[config.mk]
export PLATFORM = sky130hd
export DESIGN_NAME = unsigned_trunc_div_16by8_l2
export DESIGN_NICKNAME = d
export VERILOG_FILES = /design/src/rtl/unsigned_trunc_div_16by8_l2_pkg.sv /design/src/rtl/unsigned_trunc_div_16by8_l2_trunc_div_step.sv /design/src/rtl/unsigned_trunc_div_16by8_l2.sv
export SDC_FILE = /design/constraint.sdc
export NUM_CORES = 1
export LEC_CHECK = 0
export CAP_MARGIN = 20
export CELL_PAD_IN_SITES_DETAIL_PLACEMENT = 1
export CELL_PAD_IN_SITES_GLOBAL_PLACEMENT = 2
export CORE_UTILIZATION = 34
export DETAILED_ROUTE_END_ITERATION = 8
export PLACE_DENSITY_LB_ADDON = 0.1
export SLEW_MARGIN = 10
export SYNTH_ARGS = -nofsm -noshare
export SYNTH_HDL_FRONTEND = slang
export SYNTH_SLANG_ARGS = --single-unit
[constraint.sdc]
create_clock -name clk -period 5.5 [get_ports clk]
set_input_delay 0.825 -clock clk [delete_from_list [all_inputs] [get_ports clk]]
set_output_delay 0.825 -clock clk [all_outputs]
set_load 0.005 [all_outputs]
[src/rtl/unsigned_trunc_div_16by8_l2_pkg.sv]
`default_nettype none
// ============================================================================
//  Package   : approx_arith_pkg
//  Purpose   : Shared types and constants for the approximate arithmetic
//              datapath (truncated multipliers / truncated divider).
//  Revision  : 1.0 - initial release
// ============================================================================
package approx_arith_pkg;

  // Divider control states.
  typedef enum logic [1:0] {
    IDLE = 2'd0,
    BUSY = 2'd1,
    DONE = 2'd2
  } div_state_t;

  // Remainder reported when the divisor is zero.
  localparam logic [7:0] DIV0_R = 8'hFF;

  // Iteration counter width: it must be able to hold 16 (L = 0).
  localparam int CNT_W = $clog2(17);

  // Number of restoring iterations once L dividend LSBs are dropped.
  function automatic int iter_of(input int l);
    return 16 - l;
  endfunction

endpackage
`default_nettype wire

[src/rtl/unsigned_trunc_div_16by8_l2_trunc_div_step.sv]
`default_nettype none
// ============================================================================
//  Module    : trunc_div_step
//  Purpose   : One combinational restoring-division step. Shifts the next
//              dividend bit into the partial remainder and subtracts the
//              divisor when it fits.
//  Revision  : 1.0 - initial release
// ============================================================================
module trunc_div_step
  import approx_arith_pkg::*;
(
  input  logic [8:0] rem_in,
  input  logic       bit_in,
  input  logic [7:0] dv,
  output logic [8:0] rem_out,
  output logic       qbit
);

  logic [8:0] w_t;
  logic       w_unused_msb;

  // The incoming remainder is always below the divisor, so its MSB is zero.
  assign w_unused_msb = rem_in[8];

  // Trial subtraction: keep the difference when the divisor fits.
  always_comb begin
    w_t = {rem_in[7:0], bit_in};
    if (w_t >= {1'b0, dv}) begin
      rem_out = w_t - {1'b0, dv};
      qbit    = 1'b1;
    end else begin
      rem_out = w_t;
      qbit    = 1'b0;
    end
  end

endmodule
`default_nettype wire

[src/rtl/unsigned_trunc_div_16by8_l2.sv]
`default_nettype none
// ============================================================================
//  Module    : unsigned_trunc_div_16by8_l2
//  Purpose   : Iterative approximate unsigned divider. Drops the low L
//              dividend bits, then runs one restoring step per clock.
//              z_q = ((x>>L)/y)<<L, z_r = (x>>L)%y. Valid/ready on both sides.
//  Revision  : 1.0 - initial release
// ============================================================================
module unsigned_trunc_div_16by8_l2
  import approx_arith_pkg::*;
#(
  parameter int          L      = 2,
  parameter logic [15:0] DIV0_Q = 16'hFFFF
) (
  input  logic        clk,
  input  logic        rst_n,
  input  logic        in_valid,
  output logic        in_ready,
  input  logic [15:0] x,
  input  logic [7:0]  y,
  output logic        out_valid,
  input  logic        out_ready,
  output logic [15:0] z_q,
  output logic [7:0]  z_r,
  output logic        div0
);

  localparam int               ITER     = iter_of(L);
  localparam logic [CNT_W-1:0] LAST_CNT = CNT_W'(ITER - 1);

  div_state_t        state_q, state_d;
  logic [ITER-1:0]   dd_q, dd_d;
  logic [ITER-1:0]   quo_q, quo_d;
  logic [7:0]        dv_q, dv_d;
  logic [8:0]        rem_q, rem_d;
  logic [CNT_W-1:0]  cnt_q, cnt_d;
  logic [15:0]       zq_q, zq_d;
  logic [7:0]        zr_q, zr_d;
  logic              div0_q, div0_d;

  logic [8:0]        w_rem_step;
  logic              w_qbit;
  logic [ITER-1:0]   w_quo_shift;
  logic              w_unused_x;

  // The dropped dividend LSBs never reach the datapath.
  assign w_unused_x = ^x;

  trunc_div_step u_step (
    .rem_in  (rem_q),
    .bit_in  (dd_q[ITER-1]),
    .dv      (dv_q),
    .rem_out (w_rem_step),
    .qbit    (w_qbit)
  );

  assign w_quo_shift = {quo_q[ITER-2:0], w_qbit};

  // Next-state and datapath updates for the IDLE -> BUSY -> DONE sequence.
  always_comb begin
    state_d = state_q;
    dd_d    = dd_q;
    quo_d   = quo_q;
    dv_d    = dv_q;
    rem_d   = rem_q;
    cnt_d   = cnt_q;
    zq_d    = zq_q;
    zr_d    = zr_q;
    div0_d  = div0_q;
    case (state_q)
      IDLE: begin
        if (in_valid) begin
          dd_d  = x[15:L];
          dv_d  = y;
          rem_d = '0;
          cnt_d = '0;
          quo_d = '0;
          if (y == 8'd0) begin
            // Divide-by-zero skips the iterations entirely.
            state_d = DONE;
            zq_d    = DIV0_Q;
            zr_d    = DIV0_R;
            div0_d  = 1'b1;
          end else begin
            state_d = BUSY;
          end
        end
      end
      BUSY: begin
        rem_d = w_rem_step;
        quo_d = w_quo_shift;
        dd_d  = dd_q << 1;
        cnt_d = cnt_q + 1'b1;
        if (cnt_q == LAST_CNT) begin
          state_d = DONE;
          zq_d    = 16'(w_quo_shift) << L;
          zr_d    = w_rem_step[7:0];
          div0_d  = 1'b0;
        end
      end
      DONE: begin
        // Result stays put until the consumer takes it.
        if (out_ready) begin
          state_d = IDLE;
        end
      end
      default: begin
        state_d = IDLE;
      end
    endcase
  end

  // State and datapath registers; reset aborts any operation in flight.
  always_ff @(posedge clk) begin
    if (!rst_n) begin
      state_q <= IDLE;
      dd_q    <= '0;
      quo_q   <= '0;
      dv_q    <= '0;
      rem_q   <= '0;
      cnt_q   <= '0;
      zq_q    <= '0;
      zr_q    <= '0;
      div0_q  <= 1'b0;
    end else begin
      state_q <= state_d;
      dd_q    <= dd_d;
      quo_q   <= quo_d;
      dv_q    <= dv_d;
      rem_q   <= rem_d;
      cnt_q   <= cnt_d;
      zq_q    <= zq_d;
      zr_q    <= zr_d;
      div0_q  <= div0_d;
    end
  end

  // Handshake flags come straight from the state register, so out_ready
  // has no combinational route to in_ready.
  assign in_ready  = (state_q == IDLE);
  assign out_valid = (state_q == DONE);
  assign z_q       = zq_q;
  assign z_r       = zr_q;
  assign div0      = div0_q;

endmodule
`default_nettype wire

# ---- Word level (Yosys, flattened, before mapping)
# Cells that the tools add are included.
dict set report word_totals {
  reg_bits 75
  output_inout_bits 27
  word_cells 53
}
dict set report op_classes {
  n_addsub 2
  magnitude_cmp 1
  eq_ne 7
  n_mux 27
  n_reduce_logical 7
}
# cell count
set op_table {}
lappend op_table {{2-to-1 mux 16 bit} 3}
lappend op_table {{2-to-1 mux 8 bit} 5}
lappend op_table {{case mux 16 bit (2 select lines)} 1}
lappend op_table {{case mux 8 bit (2 select lines)} 2}
lappend op_table {{case mux 14 bit (2 select lines)} 1}
lappend op_table {{case mux 13 bit (2 select lines)} 1}
lappend op_table {{2-to-1 mux 14 bit} 1}
lappend op_table {{2-to-1 mux 13 bit} 1}
lappend op_table {{case mux 5 bit (2 select lines)} 1}
lappend op_table {{>= comparator 9 x 8 -> 1 bit} 1}
lappend op_table {{zero test 8 bit} 1}
lappend op_table {{2-to-1 mux 2 bit} 4}
lappend op_table {{subtractor 8 bit} 1}
lappend op_table {{case mux 2 bit (3 select lines)} 1}
lappend op_table {{adder 5 x 1 -> 5 bit (second input constant)} 1}
lappend op_table {{== test 5 x 4 -> 1 bit (second input constant)} 1}
lappend op_table {{2-to-1 mux 5 bit} 1}
lappend op_table {{2-to-1 mux 1 bit} 4}
lappend op_table {{!= test 2 x 1 -> 1 bit (second input constant)} 2}
lappend op_table {{!= test 2 bit (second input constant)} 2}
lappend op_table {{AND reduction 2 bit} 2}
lappend op_table {{AND reduction 4 bit} 1}
lappend op_table {{AND reduction 3 bit} 1}
lappend op_table {{== test 2 x 1 -> 1 bit (second input constant)} 1}
lappend op_table {{other kinds (4)} 4}

# ---- Depth between registers and ports, before layout
# Gate-level depths: netlist of run 1.
dict set report logic_depth {
  word_depth 4
  mapped_depth 8
}

# ---- Cells and area by module
# A second synthesis of run 1 with hierarchy kept.
dict set report unflattened {
  hier_cells 392
  hier_area_um2 3510.9
}
# mod instances cells_per_inst area_each_um2 seq_area_each_um2
set by_module_without_submodules {}
lappend by_module_without_submodules {unsigned_trunc_div_16by8_l2 1 316 2964.1 1481.4}
lappend by_module_without_submodules {trunc_div_step 1 76 546.8 0.0}

# ---- Worst setup path after synthesis of run 1
# No wires, ideal clock.
dict set report synth_timing {
  path_type {input to register}
  startpoint {input y[7]}
  endpoint {register zr_q[5], in the netlist z_r[5]}
  t_arrival_ps 2054
  required_ps 5414
  slack_ps 3359
  path_stages 6
  n_path_buf 1
  cell_sequence {nor4_1 > a21oi_1 > nor4_4 > buf_6 > o21ai_1 > a221oi_2}
}
dict set report synth_via {
  elab_chain_len 3
}
# item line_no
set synth_lines {}
lappend synth_lines {{start, declared} unsigned_trunc_div_16by8_l2.sv:20} ;# input logic [7:0] y,
lappend synth_lines {{zero test 8 bit} unsigned_trunc_div_16by8_l2.sv:78} ;# if (y == 8'd0) begin
lappend synth_lines {{!= test 2 x 1 -> 1 bit (no source line)} n/a}
lappend synth_lines {{AND reduction 4 bit (no source line)} n/a}
lappend synth_lines {{end signal, assigned} unsigned_trunc_div_16by8_l2.sv:133} ;# zr_q <= zr_d;
lappend synth_lines {{end, declared} unsigned_trunc_div_16by8_l2.sv:38} ;# logic [7:0] zr_q, zr_d;
# Every way passes these cells.
# A chain may end at the register's enable or synchronous reset.

==> flow_summary.ini, run 1 <==
[floorplan]
dieArea_mm2 = 0.01056
fp-row-count = 36
io_pins = 55
die_h_um = 102.8
initial_core_util = 0.3516
fp.coreArea_mm2 = 0.009819
fp.dieW_um = 102.8

[worst_setup_path]
path_class = input port to flip-flop
cp_max_fo = 57
crit_chain = clkdlybuf4s50_1, inv_2, buf_4, nor2_1, nand4_1, o211ai_1
critical-path-top-delay-family = buffers and inverters
cp.required_ns = 5.76
setup.worst_path.start_class = input port
critPathSlowestCell = clkdlybuf4s50_1
max_stage_delay_ns = 0.83
r2r_slack_ns = 2.95
arrival_ns = 2.91
crit_buf_inv = 3
endpoint_kind = flip-flop

[synth]
avgSynthCellArea_um2 = 8.239
synthAdderAreaFrac = 0.04204
yosysSeqAreaShare = 0.4233
postSynth.asyncResetShare = 0
synth_area_mm2 = 0.003452
syn-num-nets = 458
synthDistinctLibCells = 50
synth.area.top_cells = dfxtp_1, nand2_1, nor2_1
ys_seq_elements = 73
synth_ff_type = dfxtp_1
synth_top_family_by_area = compound AO/OA/AOI/OAI gates
synth_edf_count = 0
synth_warnings = 0
synthMuxAreaShare = 0.005799
postSynthCellCount = 419
synth_top_area_cell = dfxtp_1
synth_xor_xnor_area_share = 0.01015
synth_compound_area_frac = 0.2457
yosysTopAreaCellShare = 0.4233
synthSimpleGateAreaFrac = 0.2142

[cells_and_area]
syn2layout_area_growth_pct = 22.73
drive_above_1_share = 0.08855
finalInstanceArea_mm2 = 0.004237
diodes = 0
fin_nets = 497
nFillCells = 1210
fin_cells = 596
finalCoreUtilization = 0.4314
mostFrequentLayoutCells = dfxtp_1, nand2_1, nor2_1
final_common_cell = dfxtp_1

[placement]
dp_worst_setup_slack_ns = 2.453
port_buffers = 52
hpwlAfterDp_um = 6085
post-place-cells = 580
placed_area_mm2 = 0.004040
finalWeightedCongestion = 0.7747

[power]
power_leakage_nw = 1.550
peakVddDrop_uv = 135.4
total_power_mw = 1.596
power_density_mw_per_mm2 = 376.8

[clocking]
cts_root_buffer = clkbuf_8
clk_pin_slew_ns = 0.07
cts.sinks = 73
htreeDepth = 3
numCtsBuffers = 9
cts_hold_buf = 0
post_cts_resized = 0
clock_latency_ns = 0.34
postCtsSetupBuffers = 0
cts_max_path_buffers = 2
cts_tree = done

[drt]
drc = 0
dr.pass1.iters = 4
ant_nets = 0
vias = 3117
initialDrtViolationCount = 88
routed_wl_um = 9124
via_per_inst = 5.230
wl_per_cell_um = 15.31

[job]
maxCapViolCount = 0

[sta]
layout_min_cycle_time_ns = 2.652
holdWs_ns = 0.4594
slew-limit-headroom = 0.3150
rsz0062_at_grt = false
finalSetupViolations = 0
finalHoldViolCount = 0
fmax_mhz = 377.1
fin_setup_tns_ns = 0
skew_ns = 0.008685
setup_slack_ns = 2.848
slew_violations = 0
worstMarginPinSlew_ns = 1.027
fin_crit_sh = 0.4822

[global_route]
grt_pass1_vias = 2955
antenna_found_initial = 0
grt_max_degree = 60
grt_usage = 0.1795
gr-total-overflow = 0
grt_first_pass_wirelength_um = 14590

[worst_hold_path]
hold_class = flip-flop to flip-flop

[outcome]
outcome = completed
final timing paths:
| kind | start | to | cells after the start |
|---|---|---|---|
| max | rst_n | rem_q[2] | 6 |
| min | dv_q[4] | dv_q[4] | 2 |
| max reg2reg | dv_q[4] | z_r[5] | 7 |
| min reg2reg | dv_q[4] | dv_q[4] | 2 |
routing by layer:
metal / vias up / GRT usage / wire, µm
met5: - / 0 / 0
met4: 0 / 0.06609 / 91
met3: 6 / 0.03051 / 227
met2: 52 / 0.2779 / 4137
met1: 1504 / 0.2501 / 4667
li1: 1555 / - / -
flip-flops by register name, indices dropped and copies added (netlist names):
| signal | cells |
|---|---|
| cnt_q | 5 |
| dd_q | 14 |
| dv_q | 8 |
| quo_q | 13 |
| rem_q | 8 |
| state_q | 2 |
| z_q | 15 |
| z_r | 8 |
cell type report:
type | count | area (µm²) | share of cell area
Multi-Input combinational cell | 301 | 1790 | 0.4226
Sequential cell | 73 | 1461 | 0.3449
Timing Repair Buffer | 58 | 565.5 | 0.1335
Tap cell | 133 | 166.4 | 0.03928
Clock buffer | 11 | 141.4 | 0.03337
Inverter | 15 | 56.30 | 0.01329
Clock inverter | 5 | 55.05 | 0.01299
synthesized netlist by cell type, types with 5 or more instances:
library cell,instances
dfxtp_1,73
nand2_1,72
nor2_1,60
a21oi_1,34
nand3_1,19
clkbuf_1,17
inv_1,15
a311oi_1,14
a211oi_2,11
ha_1,10
o21ai_0,10
a31oi_1,6
buf_2,6
a211oi_1,5
o211ai_1,5
logic make-up after synthesis:
kind of cell,after synthesis
and+or+nand+nor,171
AOI/OAI and AO/OA,113
DFF,73
buffers and inverters,45
adders and majority gates,11
xor gates and xnor gates,4
muxes,2
worst reg2reg max path, cell delays in order (launching register included):
cell      delay [ns]
dfxtp_1         0.33
inv_1           0.05
ha_1            0.36
a21oi_1         0.24
nand2_1         0.10
o221ai_1        0.79
a21oi_1         0.29
a221oi_2        0.30
where the power goes:
part           leakage, nW  internal (mW)  switching (mW)  total, mW
combinational        0.858          0.219           0.324      0.543
clock               0.0953          0.221           0.203      0.424
sequential           0.597          0.587          0.0420      0.629
total                 1.55           1.03           0.570       1.60
Note: power is estimated with default switching activity, not from simulation.
==> run 2, diff against run 1 <==
--- a/config.mk
+++ b/config.mk
@@ -8,7 +8,7 @@
 export CAP_MARGIN = 20
 export CELL_PAD_IN_SITES_DETAIL_PLACEMENT = 1
 export CELL_PAD_IN_SITES_GLOBAL_PLACEMENT = 2
-export CORE_UTILIZATION = 34
+export CORE_UTILIZATION = 28
 export DETAILED_ROUTE_END_ITERATION = 8
 export PLACE_DENSITY_LB_ADDON = 0.1
 export SLEW_MARGIN = 10
==> constraint.sdc (replaced) <==
create_clock -name clk -period 2.2 [get_ports clk]
set_input_delay 0.33 -clock clk [delete_from_list [all_inputs] [get_ports clk]]
set_output_delay 0.33 -clock clk [all_outputs]
set_load 0.005 [all_outputs]
==> run 2 against run 1 <==
Sequential share of layout area fell by 2.8 points. Register-to-register slack got worse by 2.8 ns. Critical path depth rose by 2. Critical endpoint is now rem_q[6].
==> flow_summary.ini, run 2 (synthesized netlist as in run 1, its figures left out) <==
[outcome]
outcome = completed

[worst_hold_path]
hold_path_end = dv_q[6]
hold_start = dv_q[6]
hold_class = flip-flop to flip-flop
holdPathStages = 2

[power]
p_int_mw = 3.042
peakVddDrop_uv = 422.9
power_leakage_nw = 1.743
swShare = 0.3392
comb_power_share = 0.336
p_seq_frac = 0.342
clockPowerShare = 0.322
power_density_mw_per_mm2 = 998.5
p_switching_mw = 1.561

[floorplan]
dieArea_mm2 = 0.01278
fp.dieW_um = 113.0
fp.coreArea_mm2 = 0.01201
io_pins = 55
initial_core_util = 0.2874
fp-row-count = 40
die_h_um = 113.0

[clocking]
cts.sinks = 73
clock_latency_ns = 0.33
htreeDepth = 3
numCtsBuffers = 9
postCtsSetupBuffers = 0
cts_tree = done
clk_pin_slew_ns = 0.06
cts_hold_buf = 0
cts_root_buffer = clkbuf_16
cts_max_path_buffers = 2

[worst_setup_path]
setup.worst_path.start_class = flip-flop
path_class = flip-flop to flip-flop
critical-path-top-delay-family = adder cells
crit_chain = inv_1, ha_1, fa_1, nand2b_1, a21boi_1, mux2i_1, o22ai_1, a211oi_2
cp_max_fo = 3
crit_path_start = dd_q[13]
critPathSlowestCell = fa_1
cp.required_ns = 2.44
max_stage_delay_ns = 0.39
arrival_ns = 2.33
r2r-end = rem_q[6]
r2r_cells = 8
timing.rr.start = dd_q[13]
crit_buf_inv = 1
r2r_slack_ns = 0.11
endpoint_kind = flip-flop

[drt]
drc = 0
initialDrtViolationCount = 123
ant_nets = 0
vias = 3178
via_per_inst = 4.997
dr.pass1.iters = 4
wl_per_cell_um = 15.40
routed_wl_um = 9796

[sta]
slew_violations = 0
fmax_mhz = 478.2
finalHoldViolCount = 0
layout_min_cycle_time_ns = 2.091
finalSetupViolations = 0
holdWs_ns = 0.4520
setup_slack_ns = 0.1089
slew-limit-headroom = 0.6378
worstMarginPinSlew_ns = 0.5412
skew_ns = 0.007038
fin_crit_sh = 0.9505

[cells_and_area]
largest_register_ff_count = 15
drive_above_1_share = 0.1493
fin_nets = 523
finalInstanceArea_mm2 = 0.004611
final_common_cell = dfxtp_1
syn2layout_area_growth_pct = 33.56
mostFrequentLayoutCells = dfxtp_1, nand2_1, nor2_1
diodes = 0

[global_route]
grt_first_pass_wirelength_um = 16050
grt_pass1_vias = 3165
grt_max_degree = 60
grt_usage = 0.1584
gr-total-overflow = 0
antenna_found_initial = 0

[placement]
finalWeightedCongestion = 0.7964
hpwlAfterDp_um = 6904
dp_worst_setup_slack_ns = -0.2031
placed_area_mm2 = 0.004278
port_buffers = 52

[job]
maxCapViolCount = 0
==> run 2: power groups by stage <==
stage	logic, mW	registers [mW]	clock network, mW
finish	1.55	1.57	1.48
global route	1.71	1.59	1.58
global placement	1.50	1.60	0
CTS	1.53	1.57	1.52
detailed placement	1.52	1.60	0
floorplan	0.942	1.58	0
==> run 2: final cells by class <==
cell class                      count  area (µm²)
Fill cell                        1440        7401
Clock buffer                        9       225.2
Sequential cell                    73        1461
Multi-Input combinational cell    301        1821
Tap cell                          147       183.9
Inverter                           15       56.30
Timing Repair Buffer               84       785.8
Clock inverter                      7       77.57
==> run 2: how the worst max path moves through the flow <==
stage                     to  slack [ns]  cells after the start
CTS                 rem_q[7]        0.04                      8
global route        rem_q[6]      -0.003                      8
global placement      z_r[0]       -0.21                      8
finish              rem_q[6]        0.11                      8
detailed placement    z_r[0]       -0.20                      8
floorplan             z_r[2]        0.16                      8
==> run 2: metrics by stage <==
step	cells	utilization	setup TNS, ns	total power [mW]
after floorplan	419	-	0	2.522
after global placement	620	0.3561	-3.376	3.101
after detailed placement	620	0.3561	-2.836	3.121
after CTS	636	0.3814	0	4.626
after global routing	636	0.3839	-0.003372	4.885
final	636	0.3839	0	4.604
==> run 2: worst reg2reg max path: cells and delay by family (launching register included) <==
| family | cells | cell delay, ns |
|---|---|---|
| adders and majority gates | 2 | 0.61 |
| and+or+nand+nor | 1 | 0.20 |
| muxes | 1 | 0.23 |
| DFF | 1 | 0.33 |
| AOI/OAI and AO/OA | 3 | 0.54 |
| buffers and inverters | 1 | 0.11 |
==> run 2: per-layer routing <==
| layer | global-route usage | up-vias | wire (µm) |
|---|---|---|---|
| li1 | - | 1600 | - |
| met1 | 0.2193 | 1522 | 4983 |
| met5 | 0 | - | 0 |
| met2 | 0.2544 | 48 | 4415 |
| met3 | 0.02196 | 8 | 295 |
| met4 | 0.05000 | 0 | 102 |
==> run 2: what timing repair did <==
| item | in CTS | in global routing |
|---|---|---|
| pin swaps | 0 | 1 |
| gates resized for setup | 1 | 5 |
| endpoints found under the setup margin | 1 | 8 |
==> run 3, diff against run 2 <==
--- a/config.mk
+++ b/config.mk
@@ -11,6 +11,7 @@
 export CORE_UTILIZATION = 28
 export DETAILED_ROUTE_END_ITERATION = 8
 export PLACE_DENSITY_LB_ADDON = 0.1
+export SETUP_SLACK_MARGIN = 0.3
 export SLEW_MARGIN = 10
 export SYNTH_ARGS = -nofsm -noshare
 export SYNTH_HDL_FRONTEND = slang
==> run 3 against run 2 <==
Design area up 10%. Flip-flop and latch count unchanged. Via count up 4.0%. Sequential power about the same. Die area unchanged. Clock skew up 0.00065 ns. Worst setup slack better by 0.17 ns. Critical path depth down 1. Count of clock-buffer cells in the layout up 1. Clock power about the same. First-iteration DRC count down 0.81%. Largest power group is now combinational cells.
==> flow_summary.ini, run 3 (synthesized netlist as in run 1, its figures left out) <==
[job]
maxCapViolCount = 0

[clocking]
cts_tree = done
numCtsBuffers = 9
htreeDepth = 3
cts_root_buffer = clkbuf_16
cts_hold_buf = 0
clk_pin_slew_ns = 0.06
cts_max_path_buffers = 2
cts.sinks = 73
clock_latency_ns = 0.33

[worst_setup_path]
endpoint_kind = flip-flop
max_stage_delay_ns = 0.38
r2r_slack_ns = 0.28
r2r_cells = 7
crit_path_start = dv_q[2]
path_class = flip-flop to flip-flop
cp-endpoint = z_r[3]
critPathSlowestCell = or3_4
setup.worst_path.start_class = flip-flop
cp.required_ns = 2.43
arrival_ns = 2.15
cp_max_fo = 4
r2r-end = z_r[3]
timing.rr.start = dv_q[2]
crit_chain = inv_1, ha_4, nor2_4, a21oi_4, o221a_4, or3_4, o221a_1

[cells_and_area]
nFillCells = 1389
fin_cells = 652
syn2layout_area_growth_pct = 47.44
fin_nets = 539
mostFrequentLayoutCells = nand2_1, dfxtp_1, nor2_1
finalCoreUtilization = 0.4238
diodes = 0
drive_above_1_share = 0.2713
multi_input_area_mm2 = 0.002067
largest_register_ff_count = 15
seqCellArea_mm2 = 0.001480
finalInstanceArea_mm2 = 0.005090
final_common_cell = nand2_1

[sta]
skew_ns = 0.007684
fmax_mhz = 521.5
slew-limit-headroom = 0.6129
fin_crit_sh = 0.8717
holdWs_ns = 0.2965
layout_min_cycle_time_ns = 1.918
finalSetupViolations = 0
finalHoldViolCount = 0
slew_violations = 0
rsz0062_at_grt = true
worstMarginPinSlew_ns = 0.5786

[global_route]
grt_max_degree = 60
antenna_found_initial = 0
gr-total-overflow = 0
grt_usage = 0.1697
grt_pass1_vias = 3228
grt_first_pass_wirelength_um = 16800

[drt]
dr.pass1.iters = 4
routed_wl_um = 10610
wl_per_cell_um = 16.27
vias = 3304
drc = 0
via_per_inst = 5.067
initialDrtViolationCount = 122
ant_nets = 0

[floorplan]
io_pins = 55
fp.dieW_um = 113.0
dieArea_mm2 = 0.01278
fp.coreArea_mm2 = 0.01201
initial_core_util = 0.2874
fp-row-count = 40
die_h_um = 113.0

[placement]
post-place-cells = 615
hpwlAfterDp_um = 6877
finalWeightedCongestion = 0.7314
placed_area_mm2 = 0.004293
port_buffers = 52

[power]
peakVddDrop_uv = 440.2
power_density_mw_per_mm2 = 996.9
power_leakage_nw = 1.935

[worst_hold_path]
hold_class = input port to flip-flop

[outcome]
outcome = completed
[run 3: changes by cell type in the layout (fill, tap and decap cells not counted), sizes merged, moves of 2 or more]
cell,delta
buf,+15
clkbuf,+2
dlymetal6s2s,+5
clkdlybuf4s50,-6
[run 3: repair_timing]
item / 4_1_cts / 5_1_grt
pin swaps: 11 / 10
setup endpoints to repair: 30 / 25
buffers inserted: 4 / 13
resized for setup: 34 / 36
cloned: 3 / 1
[run 3: how the worst min path moves through the flow]
stage / start / endpoint / slack (ns) / depth (start not counted)
after global placement: dv_q[5] / dv_q[5] / 0.45 / 2
after global routing: y[5] / dv_q[5] / 0.32 / 3
final: y[3] / dv_q[3] / 0.30 / 3
after CTS: y[6] / dv_q[6] / 0.40 / 3
after detailed placement: dv_q[5] / dv_q[5] / 0.45 / 2
after floorplan: dv_q[2] / dv_q[2] / 0.44 / 2
[run 3: worst max-delay path, delay by kind of cell (launching register included)]
family / cells / cell delay, ns
adder cells (fa/ha/maj): 1 / 0.24
AO/OA/AOI/OAI: 3 / 0.61
AND/OR/NAND/NOR: 2 / 0.53
buffers and inverters: 1 / 0.11
flip-flops: 1 / 0.32
[run 3: layer usage]
layer	routed length [µm]	part of all wire	GRT usage	vias to the layer above
met5	0	0	0	-
met3	344	0.032	0.03803	13
met2	4952	0.47	0.2654	47
li1	-	-	-	1640
met4	155	0.015	0.05789	0
met1	5154	0.49	0.2303	1604
[run 3: report_power, final]
part           leakage [nW]  internal (mW)  switching, mW
combinational          1.19          0.974           1.03
clock                 0.139          0.882          0.591
sequential            0.603           1.48          0.118
total                  1.93           3.33           1.74
[run 3: layout make-up]
type | instances | share of cell area
clock buffers | 10 | 0.04499
repair buffers | 100 | 0.1976
flip-flops and latches | 73 | 0.2908
clock inverters | 6 | 0.01327
inverters | 15 | 0.01106
multi-input cells | 301 | 0.4061
well taps | 147 | 0.03614
[run 3: per-stage QoR]
step                power [mW]  setup slack [ns]  TNS, ns
detailed placement       3.159           -0.2314   -3.380
global placement         3.132           -0.2274   -3.609
floorplan                2.574            0.2728        0
global route             5.367            0.2200        0
finish                   5.074            0.2823        0
CTS                      4.919            0.2773        0
==> RTL change (config.mk and constraints of run 1) <==
Make the reset (`rst_n`) asynchronous in one clocked block.
--- a/src/rtl/unsigned_trunc_div_16by8_l2.sv
+++ b/src/rtl/unsigned_trunc_div_16by8_l2.sv
@@ -111,7 +111,7 @@
   end
 
   // State and datapath registers; reset aborts any operation in flight.
-  always_ff @(posedge clk) begin
+  always_ff @(posedge clk or negedge rst_n) begin
     if (!rst_n) begin
       state_q <= IDLE;
       dd_q    <= '0;
Check against the original RTL: differs if rst_n is asserted again (counterexample within 4 cycles, from zero or initial values and one cycle with rst_n low); with rst_n held inactive, the same outputs for 10 cycles.
==> RTL change against run 1 <==
  * Final area rose by 5.4%
  * Routed wire length rose by 4.1%
  * Maximum frequency fell by 15%
  * Area after synthesis rose by 5.2%
  * Sequential cell count did not move
  * Clock skew rose by 0.0032 ns
  * Worst setup slack got worse by 0.48 ns
  * Highest routed layer unchanged
Power is not compared: it rests on default switching activity, and its combinational part moved more than twofold at a synthesized area within 25%.
==> RTL change: results (changes against run 1) <==
outcome:
  status: "completed"
yosys:
  synth.yosys.seq_area_share_pct: 50.3  # +8.0 points
  synthMuxAreaShare_pct: 0.276  # -0.30 points
  ys_types: 46  # -8.0%
  synthTopCellsByCount: "dfrtp_1 (73), nand2_1 (72), nor2_1 (56), o21ai_0 (31), a31oi_1 (21)"
  synth_compound_area_share_pct: 16.6  # -7.9 points
  syn-num-nets: 449  # -2.0%
sta:
  skew_ns: 0.0119  # +0.00324 ns
  whs_ns: 0.499  # +0.0398 ns
route:
  drt-total-wl_mm: 9.50  # +4.1%
  first_iter_violations: 85  # -3.4%
  vias_per_cell: 5.27  # +0.82%
critical_path:
  crit_path_end: "z_r[5]$_DFFE_PN0P_"
  crit_start: "y[3]"
  critPathSlowestCell: "nand2_1"
  r2r-start: "state_q[1]$_DFFE_PN0P_"
  crit_family: "simple AND/OR/NAND/NOR gates"
  crit_arrival_ns: 3.40  # +0.49 ns
  regToRegSetupSlack_ns: 2.50  # -0.45 ns
clock_tree:
  clock_latency_ns: 0.36  # +0.02 ns
layout:
  drive_gt1_share_pct: 5.73  # -3.1 points
  final_nets: 489  # -1.6%
  fillers: 1223  # +1.1%
global_routing:
  grt_pass1_vias: 3159  # +6.9%
worst_hold_path:
  holdPathStages: 1  # -1
placed_design:
  routabilityCongestion: 0.814  # +5.0%
-- RTL change: through the flow --
| stage | instances | power, uW | instance area, um^2 | util, % |
|---|---|---|---|---|
| after floorplan | 410 | 1930 | 3630 | - |
| after global placement | 575 | 2360 | 4220 | 40.9 |
| after detailed placement | 575 | 2420 | 4220 | 40.9 |
| after CTS | 590 | 2950 | 4470 | 43.3 |
| after global routing | 590 | 3190 | 4470 | 43.3 |
| final | 590 | 2920 | 4470 | 43.3 |
-- RTL change: routing by layer --
layer,GRT usage [%],vias to the layer above,part of all wire (%)
met2,30.4,50,48
met1,25.5,1547,48
met4,6.04,0,1.5
met3,2.78,11,2.9
met5,0,-,0
li1,-,1503,-
-- RTL change: layout make-up --
cell class | count | share of cell area [%]
timing repair buffer | 56 | 12.2
inverter | 13 | 1.09
tap | 136 | 3.81
clock buffer | 10 | 3.08
clock inverter | 5 | 2.33
multi-input combinational | 297 | 36.6
sequential | 73 | 40.9
